$ cat src/rtl/crc_req_sched.sv
// Shares one byte-wide CRC step core among NREQ requesters: arbitrate, feed one byte per cycle, post-process, respond.
// Define CRC_SCHED_RR_EN for round-robin arbitration; otherwise fixed priority (lowest index wins).
module crc_req_sched #(
  parameter int NREQ = 4,
  parameter int IDW  = $clog2(NREQ)
) (
  input  logic                 clk_i,
  input  logic                 rst_i,
  input  logic [NREQ-1:0]      req_valid_i,
  output logic [NREQ-1:0]      req_ready_o,
  input  logic [NREQ*32-1:0]   req_data_i,
  input  logic [NREQ*2-1:0]    req_size_i,
  input  logic [NREQ*2-1:0]    req_mode_i,
  input  logic [NREQ-1:0]      req_revin_i,
  input  logic [NREQ-1:0]      req_revout_i,
  input  logic [NREQ*32-1:0]   req_init_i,
  input  logic [NREQ*32-1:0]   req_xorv_i,
  output logic [7:0]           eng_byte_o,
  output logic [1:0]           eng_mode_o,
  output logic [31:0]          eng_crc_o,
  input  logic [31:0]          eng_crc_i,
  output logic                 rsp_valid_o,
  input  logic                 rsp_ready_i,
  output logic [IDW-1:0]       rsp_id_o,
  output logic [31:0]          rsp_crc_o,
  output logic                 busy_o
);

  typedef enum logic [1:0] {IDLE, CALC, RESP} state_t;

  state_t           state_q, state_d;
  logic [1:0]       cnt_q;
  logic [IDW-1:0]   grant;
  logic             accept;

  logic [31:0]      data_q, xorv_q, crc_q, res_q;
  logic [1:0]       size_q, mode_q;
  logic             revin_q, revout_q;
  logic [IDW-1:0]   id_q;

  logic [31:0]      sel_data, sel_init, sel_xorv;
  logic [1:0]       sel_size, sel_mode;
  logic             sel_revin, sel_revout;
  logic [7:0]       cur_byte;
  logic [31:0]      next_crc;

  function automatic logic [31:0] crc_mask(input logic [1:0] m);
    case (m)
      2'd0:    crc_mask = 32'h0000_00FF;
      2'd1,
      2'd2:    crc_mask = 32'h0000_FFFF;
      default: crc_mask = 32'hFFFF_FFFF;
    endcase
  endfunction

  function automatic logic [7:0] reflect8(input logic [7:0] b);
    logic [7:0] r;
    for (int i = 0; i < 8; i++) r[i] = b[7-i];
    return r;
  endfunction

  function automatic logic [31:0] reflect_w(input logic [31:0] v, input logic [1:0] m);
    logic [31:0] r;
    r = '0;
    case (m)
      2'd0:    for (int i = 0; i < 8; i++)  r[i] = v[7-i];
      2'd1,
      2'd2:    for (int i = 0; i < 16; i++) r[i] = v[15-i];
      default: for (int i = 0; i < 32; i++) r[i] = v[31-i];
    endcase
    return r;
  endfunction

`ifdef CRC_SCHED_RR_EN
  localparam int KW = IDW + 1;
  logic [IDW-1:0] last_q;
  logic [KW-1:0]  rr_idx;
  logic           rr_found;

  // Search begins one past the previous winner and wraps modulo NREQ.
  always_comb begin
    grant    = '0;
    rr_idx   = '0;
    rr_found = 1'b0;
    for (int i = 0; i < NREQ; i++) begin
      rr_idx = {1'b0, last_q} + KW'(i + 1);
      if (rr_idx >= KW'(NREQ)) rr_idx = rr_idx - KW'(NREQ);
      if (!rr_found && req_valid_i[rr_idx[IDW-1:0]]) begin
        grant    = rr_idx[IDW-1:0];
        rr_found = 1'b1;
      end
    end
  end
`else
  always_comb begin
    grant = '0;
    for (int i = NREQ - 1; i >= 0; i--) begin
      if (req_valid_i[i]) grant = IDW'(i);
    end
  end
`endif

  assign accept = (state_q == IDLE) && (|req_valid_i) && !rst_i;

  always_comb begin
    req_ready_o = '0;
    sel_data    = '0;
    sel_init    = '0;
    sel_xorv    = '0;
    sel_size    = '0;
    sel_mode    = '0;
    sel_revin   = 1'b0;
    sel_revout  = 1'b0;
    for (int i = 0; i < NREQ; i++) begin
      if (grant == IDW'(i)) begin
        req_ready_o[i] = accept;
        sel_data       = req_data_i[32*i +: 32];
        sel_init       = req_init_i[32*i +: 32];
        sel_xorv       = req_xorv_i[32*i +: 32];
        sel_size       = req_size_i[2*i +: 2];
        sel_mode       = req_mode_i[2*i +: 2];
        sel_revin      = req_revin_i[i];
        sel_revout     = req_revout_i[i];
      end
    end
  end

  always_comb begin
    case (cnt_q)
      2'd0:    cur_byte = data_q[7:0];
      2'd1:    cur_byte = data_q[15:8];
      2'd2:    cur_byte = data_q[23:16];
      default: cur_byte = data_q[31:24];
    endcase
  end

  assign next_crc   = eng_crc_i & crc_mask(mode_q);
  assign eng_byte_o = (state_q == CALC) ? (revin_q ? reflect8(cur_byte) : cur_byte) : 8'h00;
  assign eng_mode_o = (state_q == IDLE) ? 2'd0 : mode_q;
  assign eng_crc_o  = (state_q == IDLE) ? 32'h0 : crc_q;

  assign rsp_valid_o = (state_q == RESP);
  assign rsp_id_o    = (state_q == RESP) ? id_q : '0;
  assign rsp_crc_o   = (state_q == RESP) ? res_q : 32'h0;
  assign busy_o      = (state_q != IDLE);

  always_comb begin
    state_d = state_q;
    case (state_q)
      IDLE:    if (accept) state_d = CALC;
      CALC:    if (cnt_q == size_q) state_d = RESP;
      RESP:    if (rsp_ready_i) state_d = IDLE;
      default: state_d = IDLE;
    endcase
  end

  // Control state: reset asynchronously so an in-flight job is dropped.
  always_ff @(posedge clk_i or posedge rst_i) begin
    if (rst_i) begin
      state_q <= IDLE;
      cnt_q   <= '0;
`ifdef CRC_SCHED_RR_EN
      last_q  <= IDW'(NREQ - 1);
`endif
    end else begin
      state_q <= state_d;
      if (accept) begin
        cnt_q <= '0;
`ifdef CRC_SCHED_RR_EN
        last_q <= grant;
`endif
      end else if (state_q == CALC) begin
        cnt_q <= cnt_q + 2'd1;
      end
    end
  end

  // Job datapath: outputs are gated by state, so these need no reset.
  always_ff @(posedge clk_i) begin
    if (accept) begin
      data_q   <= sel_data;
      size_q   <= sel_size;
      mode_q   <= sel_mode;
      revin_q  <= sel_revin;
      revout_q <= sel_revout;
      xorv_q   <= sel_xorv;
      crc_q    <= sel_init & crc_mask(sel_mode);
      id_q     <= grant;
    end else if (state_q == CALC) begin
      crc_q <= next_crc;
      if (cnt_q == size_q)
        res_q <= (revout_q ? reflect_w(next_crc, mode_q) : next_crc) ^ (xorv_q & crc_mask(mode_q));
    end
  end

endmodule
$ cat config.mk
export PLATFORM = sky130hd
export DESIGN_NAME = crc_req_sched
export DESIGN_NICKNAME = d
export VERILOG_FILES = /design/src/rtl/crc_req_sched.sv
export SDC_FILE = /design/constraint.sdc
export NUM_CORES = 1
export LEC_CHECK = 0
export BUFFER_PORTS_ARGS = -buffer_cell sky130_fd_sc_hd__buf_2
export CAP_MARGIN = 20
export CORE_AREA = 5 5 204 206
export DETAILED_ROUTE_END_ITERATION = 16
export DIE_AREA = 0 0 209 211
export PLACE_DENSITY = 0.5
export SYNTH_ARGS = -nofsm -noshare
export SYNTH_HDL_FRONTEND = slang
export SYNTH_SLANG_ARGS = --single-unit
$ cat constraint.sdc
create_clock -name clk_i -period 9.1 [get_ports clk_i]
set_input_delay 0.91 -clock clk_i [delete_from_list [all_inputs] [get_ports clk_i]]
set_output_delay 0.91 -clock clk_i [all_outputs]
set_load 0.01 [all_outputs]
==> impl_metrics.toml, run 1 <==
[run_status]
status = "finished clean"

[layout]
drive_above_1_share_pct = 39.9
final_nets = 1933
synthToLayoutAreaGrowth_pct = 39.0

[synthesis]
synthFlopType = "edfxtp_1"
synth.largest_area_cell = "edfxtp_1"
synth.most_common_cell = "edfxtp_1"
synth_adder_area_share_pct = 0.935
synth-async-reset-ratio_pct = 2.86
synth-edff-count = 136
synthMuxAreaShare_pct = 5.56
synth_xor_area_share_pct = 3.27
synth_top_family_by_area = "compound AO/OA/AOI/OAI gates"
yosysWarnings = 0
yosys.area_share.simple_pct = 17.1
ys_seq_elements = 140
synth.top_cells.by_area = "edfxtp_1 44%, a221oi_1 5.6%, and2_1 5.6%, a21oi_1 4.7%, mux2i_1 4.6%"
synthDominantCellAreaShare_pct = 43.6
synth-seq-area-share_pct = 44.7
synth_commonest_cells = "136 x edfxtp_1, 111 x nor2_1, 102 x nand2_1, 88 x a21oi_1, 84 x and2_1"
synth_cells = 1019
synth-compound-area-share_pct = 22.8
syn_area_um2 = 9370
syn-num-nets = 1473
avgSynthCellArea_um2 = 9.19
ys_types = 46

[sta]
final-hold-violation-count = 0
hold_slack_ns = 0.415
fin_crit_ns = 3.74
slew_headroom_pct = 31.6
fin_crit_sh_pct = 41.1
worst-slew-pin-transition_ns = 1.03
skew_ns = 0.00928
finalSetupViolations = 0
fmax_ghz = 0.267
worst_slack_ns = 5.36
fin_setup_tns_ns = 0
finalMaxSlewViolations = 0
rsz0062_at_grt = "false"

[detailed_routing]
antenna_left = 0
drtIter0Drc = 841
drc = 0
viasPerCell = 4.96
num_vias = 10000
wl_um = 45000
drt_pass1_iterations = 5
wl_per_cell_um = 22.3

[setup_path]
worstRegToRegCells = 5
slowest_stage = "clkinv_1"
cp.required_ns = 8.19
worst_setup_path_end_kind = "output pin"
cp_max_fo = 32
crit_type = "input port to output pin"
startpoint_type = "input port"
cpPeakStageDelay_ns = 0.83
path_cells = "buf_2, clkinv_1, nor3_1, buf_2"
cp.arrival_ns = 2.83
cp_common_cell = "buf_2"

[power]
vdd_drop_max_uv = 120
power_density_nw_per_um2 = 229
clkPwrFrac_pct = 25.3
p_leak_nw = 5.74
p_int_mw = 1.86
power.share.sequential_pct = 35.4
sw_frac_of_total_pct = 37.6
p_comb_share_pct = 39.3
p_switching_mw = 1.12

[clocking]
clk_path_buf_depth = 2
clk_latency_ns = 0.43
numCtsBuffers = 17
postCtsSetupRepairBufs = 0
cts_tree = "yes"
ctsResizeCount = 0
clkTransAtPathRegs_ns = 0.07
hold_buffers = 0
clock_sinks = 140
htreeDepth = 4
cts_root_buffer = "clkbuf_16"

[floorplan]
core_area_um2 = 39500
die_y_um = 211
initial_core_util_pct = 23.7
std_cell_rows = 73
die-area_um2 = 44100
die_w_um = 209
boundaryPins = 529

[global_routing]
grt_max_degree = 90
track_usage_pct = 19.5
antenna_found_initial = 4
grt_pass1_vias = 10200
grt_first_pass_wirelength_um = 64700
grt-ovfl-total = 0

[placement]
portBuffers = 528
place_congestion = 0.862
dp_hpwl_um = 35900
dp_slack_ns = 5.11

[hold_path]
hp-class = "input port to asynchronous set/reset pin"

[job]
maxCapViolCount = 0
## path summary, 6_finish.rpt
| kind | endpoint | from | slack, ns |
|---|---|---|---|
| max | req_ready_o[1] | req_valid_i[1] | 5.36 |
| max in group asynchronous | cnt_q[1] | rst_i | 8.44 |
| min | state_q[1] | rst_i | 0.42 |
| max reg2reg | xorv_q[13] | state_q[0] | 6.24 |
| min reg2reg | res_q[4] | xorv_q[4] | 0.56 |
| min in group clk_i | res_q[4] | xorv_q[4] | 0.56 |
## layer usage
metal  routed length [µm]  global-route usage (%)  vias to the layer above
met5                   23                       0                        -
met4                 1100                    6.32                        4
met3                 3060                    4.44                       47
met2                23200                    35.0                      488
met1                17700                    23.2                     4773
li1                     -                       -                     4707
## worst max-delay path, delay by kind of cell
family / cells / cell delay (ns)
and+or+nand+nor: 1 / 0.40
buffers and inverters: 3 / 1.50
## kinds of logic after synthesis
logic type | count (synthesis)
fa+ha+maj | 7
simple gates | 348
xor+xnor | 35
buf+inv | 128
compound gates | 310
flops | 140
mux | 51
## cells in the final DEF (no fill, tap or decap), types with 17 or more instances in the layout
master     instances
a211oi_1          22
a21oi_1           88
a221oi_1          60
a222oi_1          23
and2_1            82
buf_2            528
clkbuf_16         17
edfxtp_1         136
inv_1             27
mux2i_1           43
nand2_1          101
nor2_1           110
nor3_1            23
o21ai_0           40
xnor2_1           33
## through the flow
step           power (mW)  area (µm²)  utilization, %  std cells
3_5_place_dp         2.26       12400            31.4       1985
5_1_grt              3.17       13000            33.0       2018
3_3_place_gp         2.25       12400            31.4       1985
4_1_cts              3.04       13000            33.0       2017
2_1_floorplan        1.73        9370               -       1019
6_report             2.98       13000            33.0       2019
## power groups by stage
stage,Sequential (mW),Combinational (mW),Clock (mW)
after CTS,1.06,1.20,0.780
after global routing,1.07,1.29,0.809
after floorplan,1.04,0.693,0
final,1.05,1.17,0.754
after detailed placement,1.07,1.19,0
after global placement,1.07,1.19,0
## cell type report
class | count | area, µm²
clock inverter | 15 | 200
multi-input combinational | 751 | 4700
antenna | 2 | 5.00
clock buffer | 17 | 425
tap | 525 | 657
timing repair buffer | 540 | 2730
inverter | 29 | 111
fill | 4317 | 26400
sequential | 140 | 4180
## flip-flops by register name, indices dropped and copies added, names as in the netlist, 2 cells and up
name     count
crc_q       32
cnt_q        2
size_q       2
res_q       32
xorv_q      32
state_q      2
id_q         2
mode_q       2
data_q      32
(Power assumes the default switching activity.)
==> inputs of run 2 (changes only) <==
CORE_AREA = 5 5 200 202   (was 5 5 204 206)
DIE_AREA = 0 0 205 207   (was 0 0 209 211)
PLACE_DENSITY = 0.52   (was 0.5)
clock period = 3.75 ns   (was 9.1 ns; I/O delays follow)
==> run 2 against run 1 <==
Clock power increased to 2.6 times the previous value. Sequential share of layout area down 0.31 points. Final cell count increased by 0.20%. Routed wire length rose by 1.7%. Clock-buffer cell count rose by 1. Combinational power grew 140%. First-iteration DRC count shrank 16%.
==> impl_metrics.toml, run 2 (synthesized netlist as in run 1, its figures left out) <==
[clocking]
cts_tree = "yes"
cts_root_buffer = "clkbuf_16"
ctsResizeCount = 0
clk_latency_ns = 0.43
postCtsSetupRepairBufs = 0
clkTransAtPathRegs_ns = 0.06
clock_sinks = 140
numCtsBuffers = 17
clk_path_buf_depth = 2
htreeDepth = 4

[setup_path]
cp_max_fo = 8
worst_setup_path_end_kind = "output pin"
r2r-start = "mode_q[1]"
regToRegEndpoint = "res_q[11]"
cp.arrival_ns = 2.52
reg2reg_setup_slack_ns = 1.29
cp.required_ns = 3.38
startpoint_type = "flip-flop"
crit_type = "flip-flop to output pin"
worstRegToRegCells = 6

[power]
vdd_drop_max_uv = 402
p_comb_share_pct = 38.3
clkPwrFrac_pct = 26.8
p_int_mw = 4.70
p_leak_nw = 5.80
p_switching_mw = 2.71
power.share.sequential_pct = 34.9
sw_frac_of_total_pct = 36.6
power_density_nw_per_um2 = 564

[detailed_routing]
drt_pass1_iterations = 6
drc = 0
drtIter0Drc = 706
wl_per_cell_um = 22.6
viasPerCell = 5.02
wl_um = 45800
antenna_left = 0
num_vias = 10200

[layout]
final_util_pct = 34.5
drive_above_1_share_pct = 40.0
mostFrequentLayoutCell = "buf_2"
final_nets = 1940
final_cell_mix = "528 x buf_2, 136 x edfxtp_1, 110 x nor2_1"
synthToLayoutAreaGrowth_pct = 40.3

[run_status]
status = "finished clean"

[sta]
finalMaxSlewViolations = 0
slew_headroom_pct = 37.8
final-hold-violation-count = 0
worst-slew-pin-transition_ns = 0.933
worst_slack_ns = 0.852
fin_crit_sh_pct = 77.3
fin_crit_ns = 2.90
rsz0062_at_grt = "false"
finalSetupViolations = 0
fmax_ghz = 0.345
skew_ns = 0.0110
fin_setup_tns_ns = 0

[floorplan]
die-area_um2 = 42400
boundaryPins = 529
core_area_um2 = 38100
die_w_um = 205
initial_core_util_pct = 24.6
std_cell_rows = 72
die_y_um = 207

[hold_path]
holdPathStages = 3
hp-start = "req_data_i[12]"
min_to = "data_q[12]"
hp-class = "input port to flip-flop"

[global_routing]
antenna_found_initial = 10
grt_pass1_vias = 10400
grt_max_degree = 77
grt-ovfl-total = 0
grt_first_pass_wirelength_um = 65600
track_usage_pct = 20.7

[placement]
portBuffers = 528
dp_slack_ns = 0.742
place_congestion = 0.900
dp_hpwl_um = 36300

[job]
maxCapViolCount = 0
## run 2: cell types whose count changed in the layout (fill, tap and decap cells not counted), moves of 2 or more
| cell | delta |
|---|---|
| inv_6 | -5 |
| buf_4 | +4 |
| diode_2 | +4 |
| bufinv_16 | +3 |
| clkinv_4 | +3 |
| inv_8 | -3 |
| buf_12 | +2 |
## run 2: timing repair
| item | 4_1_cts | 5_1_grt |
|---|---|---|
| setup endpoints to repair | 0 | 0 |
| hold buffers | 1 | 0 |
| endpoints found under the hold margin | 4 | 0 |
## run 2: area by class of cell
type                    count  area, µm²
fillers                  3979      25000
multi-input cells         751       4700
flip-flops and latches    140       4180
repair buffers            547       2810
well taps                 518        648
clock buffers              18        429
clock inverters            14        243
inverters                  29        111
diodes                      6       15.0
## run 2: metrics by stage
step / cells / hold WS (ns) / power [mW] / instance area (µm²)
2_1_floorplan: 1019 / 0.160 / 4.20 / 9370
3_3_place_gp: 1984 / 0.343 / 5.47 / 12400
3_5_place_dp: 1984 / 0.342 / 5.50 / 12400
4_1_cts: 2017 / 0.192 / 7.50 / 13100
5_1_grt: 2021 / 0.217 / 7.84 / 13100
6_report: 2023 / 0.219 / 7.41 / 13100
## run 2: worst max-delay path by stage
stage,start,to,slack [ns],depth (start not counted)
finish,cnt_q[0],eng_byte_o[5],0.85,7
global route,cnt_q[0],eng_byte_o[0],0.73,7
CTS,cnt_q[0],eng_byte_o[0],0.82,7
detailed placement,req_valid_i[2],crc_q[2],0.74,6
global placement,req_valid_i[2],crc_q[2],0.78,6
floorplan,req_valid_i[1],crc_q[29],0.15,7
## run 2: routing by layer
metal / GRT usage [%] / routed length, µm / vias to the layer above
met2: 36.3 / 23000 / 522
met5: 0 / 12 / -
li1: - / - / 4724
met1: 24.4 / 17700 / 4835
met4: 7.95 / 1610 / 2
met3: 4.61 / 3480 / 73
## run 2: worst max-delay path: stages, from the launching register on
cell and delay (ns):
dfrtp_1 0.42, inv_1 0.11, ha_1 0.33, a222oi_1 0.60, mux2i_1 0.18, mux2i_1 0.19
nor2_1 0.08, buf_2 0.18
## run 2: power by group through the flow
stage          clock (mW)  combinational [mW]  sequential (mW)
2_1_floorplan           0                1.68             2.52
3_3_place_gp            0                2.84             2.62
3_5_place_dp            0                2.87             2.63
4_1_cts              2.02                2.88             2.59
5_1_grt              2.10                3.11             2.63
6_report             1.99                2.84             2.59
==> inputs of run 3 (changes only) <==
ABC_AREA = 1   (was not set)
CORE_AREA = 5 5 203 205   (was 5 5 200 202)
DIE_AREA = 0 0 208 210   (was 0 0 205 207)
clock period = 2.9 ns   (was 3.75 ns; I/O delays follow)
==> run 3 against run 2 <==
Clock power up 8%. Routed wire length up 0.72%. Non-clock buffer count up 7. Die area up 2.9%. Clock-buffer cell count up 1. Worst hold slack worse by 0.11 ns. Worst setup slack worse by 0.34 ns. Combinational power up 31%. Utilization about the same. First-iteration DRC count up 17%. Critical endpoint unchanged.
==> impl_metrics.toml, run 3 <==
[global_routing]
antenna_found_initial = 7
grt_max_degree = 78
grt_first_pass_wirelength_um = 67800
grt_pass1_vias = 11300
grt-ovfl-total = 0
track_usage_pct = 20.2

[hold_path]
hp-class = "input port to flip-flop"
min_to = "state_q[1]"
holdPathStages = 2
hp-start = "rsp_ready_i"

[synthesis]
ys_seq_elements = 140
synth_commonest_cells = "541 x nand2_1, 149 x inv_1, 136 x edfxtp_1, 133 x nor2_1, 110 x nand3_1"
avgSynthCellArea_um2 = 7.09
synth.top_cells.by_area = "edfxtp_1 42%, nand2_1 21%, nand4_1 6.4%, inv_1 5.7%, nand3_1 5.6%"
synth.largest_area_cell = "edfxtp_1"
synth_cells = 1385
yosysWarnings = 0
synth-seq-area-share_pct = 42.6
synth-async-reset-ratio_pct = 2.86
synthFlopType = "edfxtp_1"
synth.most_common_cell = "nand2_1"
ys_types = 31
syn-num-nets = 1839
synth-edff-count = 136
synthDominantCellAreaShare_pct = 41.6
syn_area_um2 = 9820

[clocking]
clock_sinks = 140
clk_latency_ns = 0.44
numCtsBuffers = 17
cts_tree = "yes"
htreeDepth = 4
clkTransAtPathRegs_ns = 0.06
clk_path_buf_depth = 2
cts_root_buffer = "clkbuf_16"
postCtsSetupRepairBufs = 0

[power]
p_leak_nw = 6.86
vdd_drop_max_uv = 378
power_density_nw_per_um2 = 682
finalPower_mw = 9.23

[sta]
fin_crit_sh_pct = 82.4
slew_headroom_pct = 28.6
hold_slack_ns = 0.112
fin_setup_tns_ns = 0
finalMaxSlewViolations = 0
final-hold-violation-count = 0
fin_crit_ns = 2.39
fmax_ghz = 0.418
worst_slack_ns = 0.509
finalSetupViolations = 0
worst-slew-pin-transition_ns = 1.07
skew_ns = 0.0148
rsz0062_at_grt = "false"

[layout]
final-instance-count-excl-fill = 2408
synthToLayoutAreaGrowth_pct = 37.8
final_area_um2 = 13500
final_cell_mix = "541 x nand2_1, 528 x buf_2, 148 x inv_1"
final_util_pct = 34.5
nFillCells = 4333
mostFrequentLayoutCell = "nand2_1"
final_nets = 2324
drive_above_1_share_pct = 32.0

[floorplan]
die_w_um = 208
initial_core_util_pct = 25.0
die_y_um = 210
boundaryPins = 529
core_area_um2 = 39300
std_cell_rows = 73
die-area_um2 = 43700

[placement]
dp_hpwl_um = 37100
place_congestion = 0.881
dp_slack_ns = 0.491
place_area_um2 = 13000
dp_cells = 2375
portBuffers = 528

[setup_path]
worst_setup_path_end_kind = "output pin"
reg2reg_setup_slack_ns = 0.54
cp.required_ns = 2.61
crit_type = "flip-flop to output pin"
regToRegEndpoint = "res_q[23]"
crit_buf_inv = 2
slowest_stage = "dfrtp_1"
r2r-start = "mode_q[1]"
startpoint_type = "flip-flop"
cp_max_fo = 16
worstRegToRegCells = 5
cp_common_cell = "nand2_1"
cpPeakStageDelay_ns = 0.44
path_cells = "ha_1, inv_1, nand2_1, o22ai_1, nand2_1, nand2_1, nor2_1, buf_2"
crit_family = "buffers and inverters"
cp.arrival_ns = 2.10
worst-path-stages = 8

[detailed_routing]
wl_um = 46100
drc = 0
drt_pass1_iterations = 5
wl_per_cell_um = 19.2
num_vias = 11300
drtIter0Drc = 829
viasPerCell = 4.67
antenna_left = 0

[job]
maxCapViolCount = 0

[run_status]
status = "finished clean"
-- run 3: cell count changes after synthesis, moves of 43 or more --
cell	before	now
mux2i_1	43	0
and2_1	84	0
inv_1	28	149
nand4_1	0	100
nand3_1	9	110
a21oi_1	88	0
nand2_1	102	541
a221oi_1	60	0
-- run 3: final cells by class --
cell class	count	area (µm²)	area share [%]
Timing Repair Buffer	554	2880	21.3
Multi-Input combinational cell	1004	4680	34.6
Tap cell	525	657	4.85
Inverter	153	577	4.26
Clock inverter	11	120	0.887
Sequential cell	140	4180	30.9
Antenna cell	2	5.00	0.0370
Clock buffer	19	433	3.20
-- run 3: worst max path at each step --
stage | to | startpoint | slack [ns]
floorplan | crc_q[0] | state_q[1] | 0.45
global placement | crc_q[4] | req_valid_i[0] | 0.55
detailed placement | crc_q[4] | req_valid_i[0] | 0.49
CTS | eng_byte_o[2] | cnt_q[0] | 0.46
global route | eng_byte_o[4] | cnt_q[0] | 0.32
finish | eng_byte_o[5] | cnt_q[1] | 0.51
-- run 3: metal layers --
layer	vias up	share of wire [%]	GRT usage [%]
met4	4	2.3	5.46
li1	5471	-	-
met2	527	50	36.3
met1	5196	40	24.4
met3	53	7.9	4.73
met5	-	0.059	0
-- run 3: what timing repair did --
item | in CTS | in global routing
hold buffers | 1 | 0
resized for setup | 0 | 0
hold endpoints to repair | 4 | 0
-- run 3: worst reg2reg max path, delay by kind of cell, from the launching register on --
family          cells  cell delay (ns)
simple gates        1             0.42
buf+inv             1             0.29
xor+xnor            1             0.14
compound gates      1             0.59
flops               1             0.37
fa+ha+maj           1             0.29
-- run 3: kinds of logic after synthesis --
group	share of synthesized area, %
AOI/OAI and AO/OA	4.00
xor gates and xnor gates	3.03
adders and majority gates	0.891
buffers and inverters	10.2
DFF	42.6
and+or+nand+nor	39.3
-- run 3: power by group --
group	internal (mW)	switching, mW
logic	1.25	2.48
registers	3.11	0.235
clock network	1.25	0.894
total	5.62	3.61
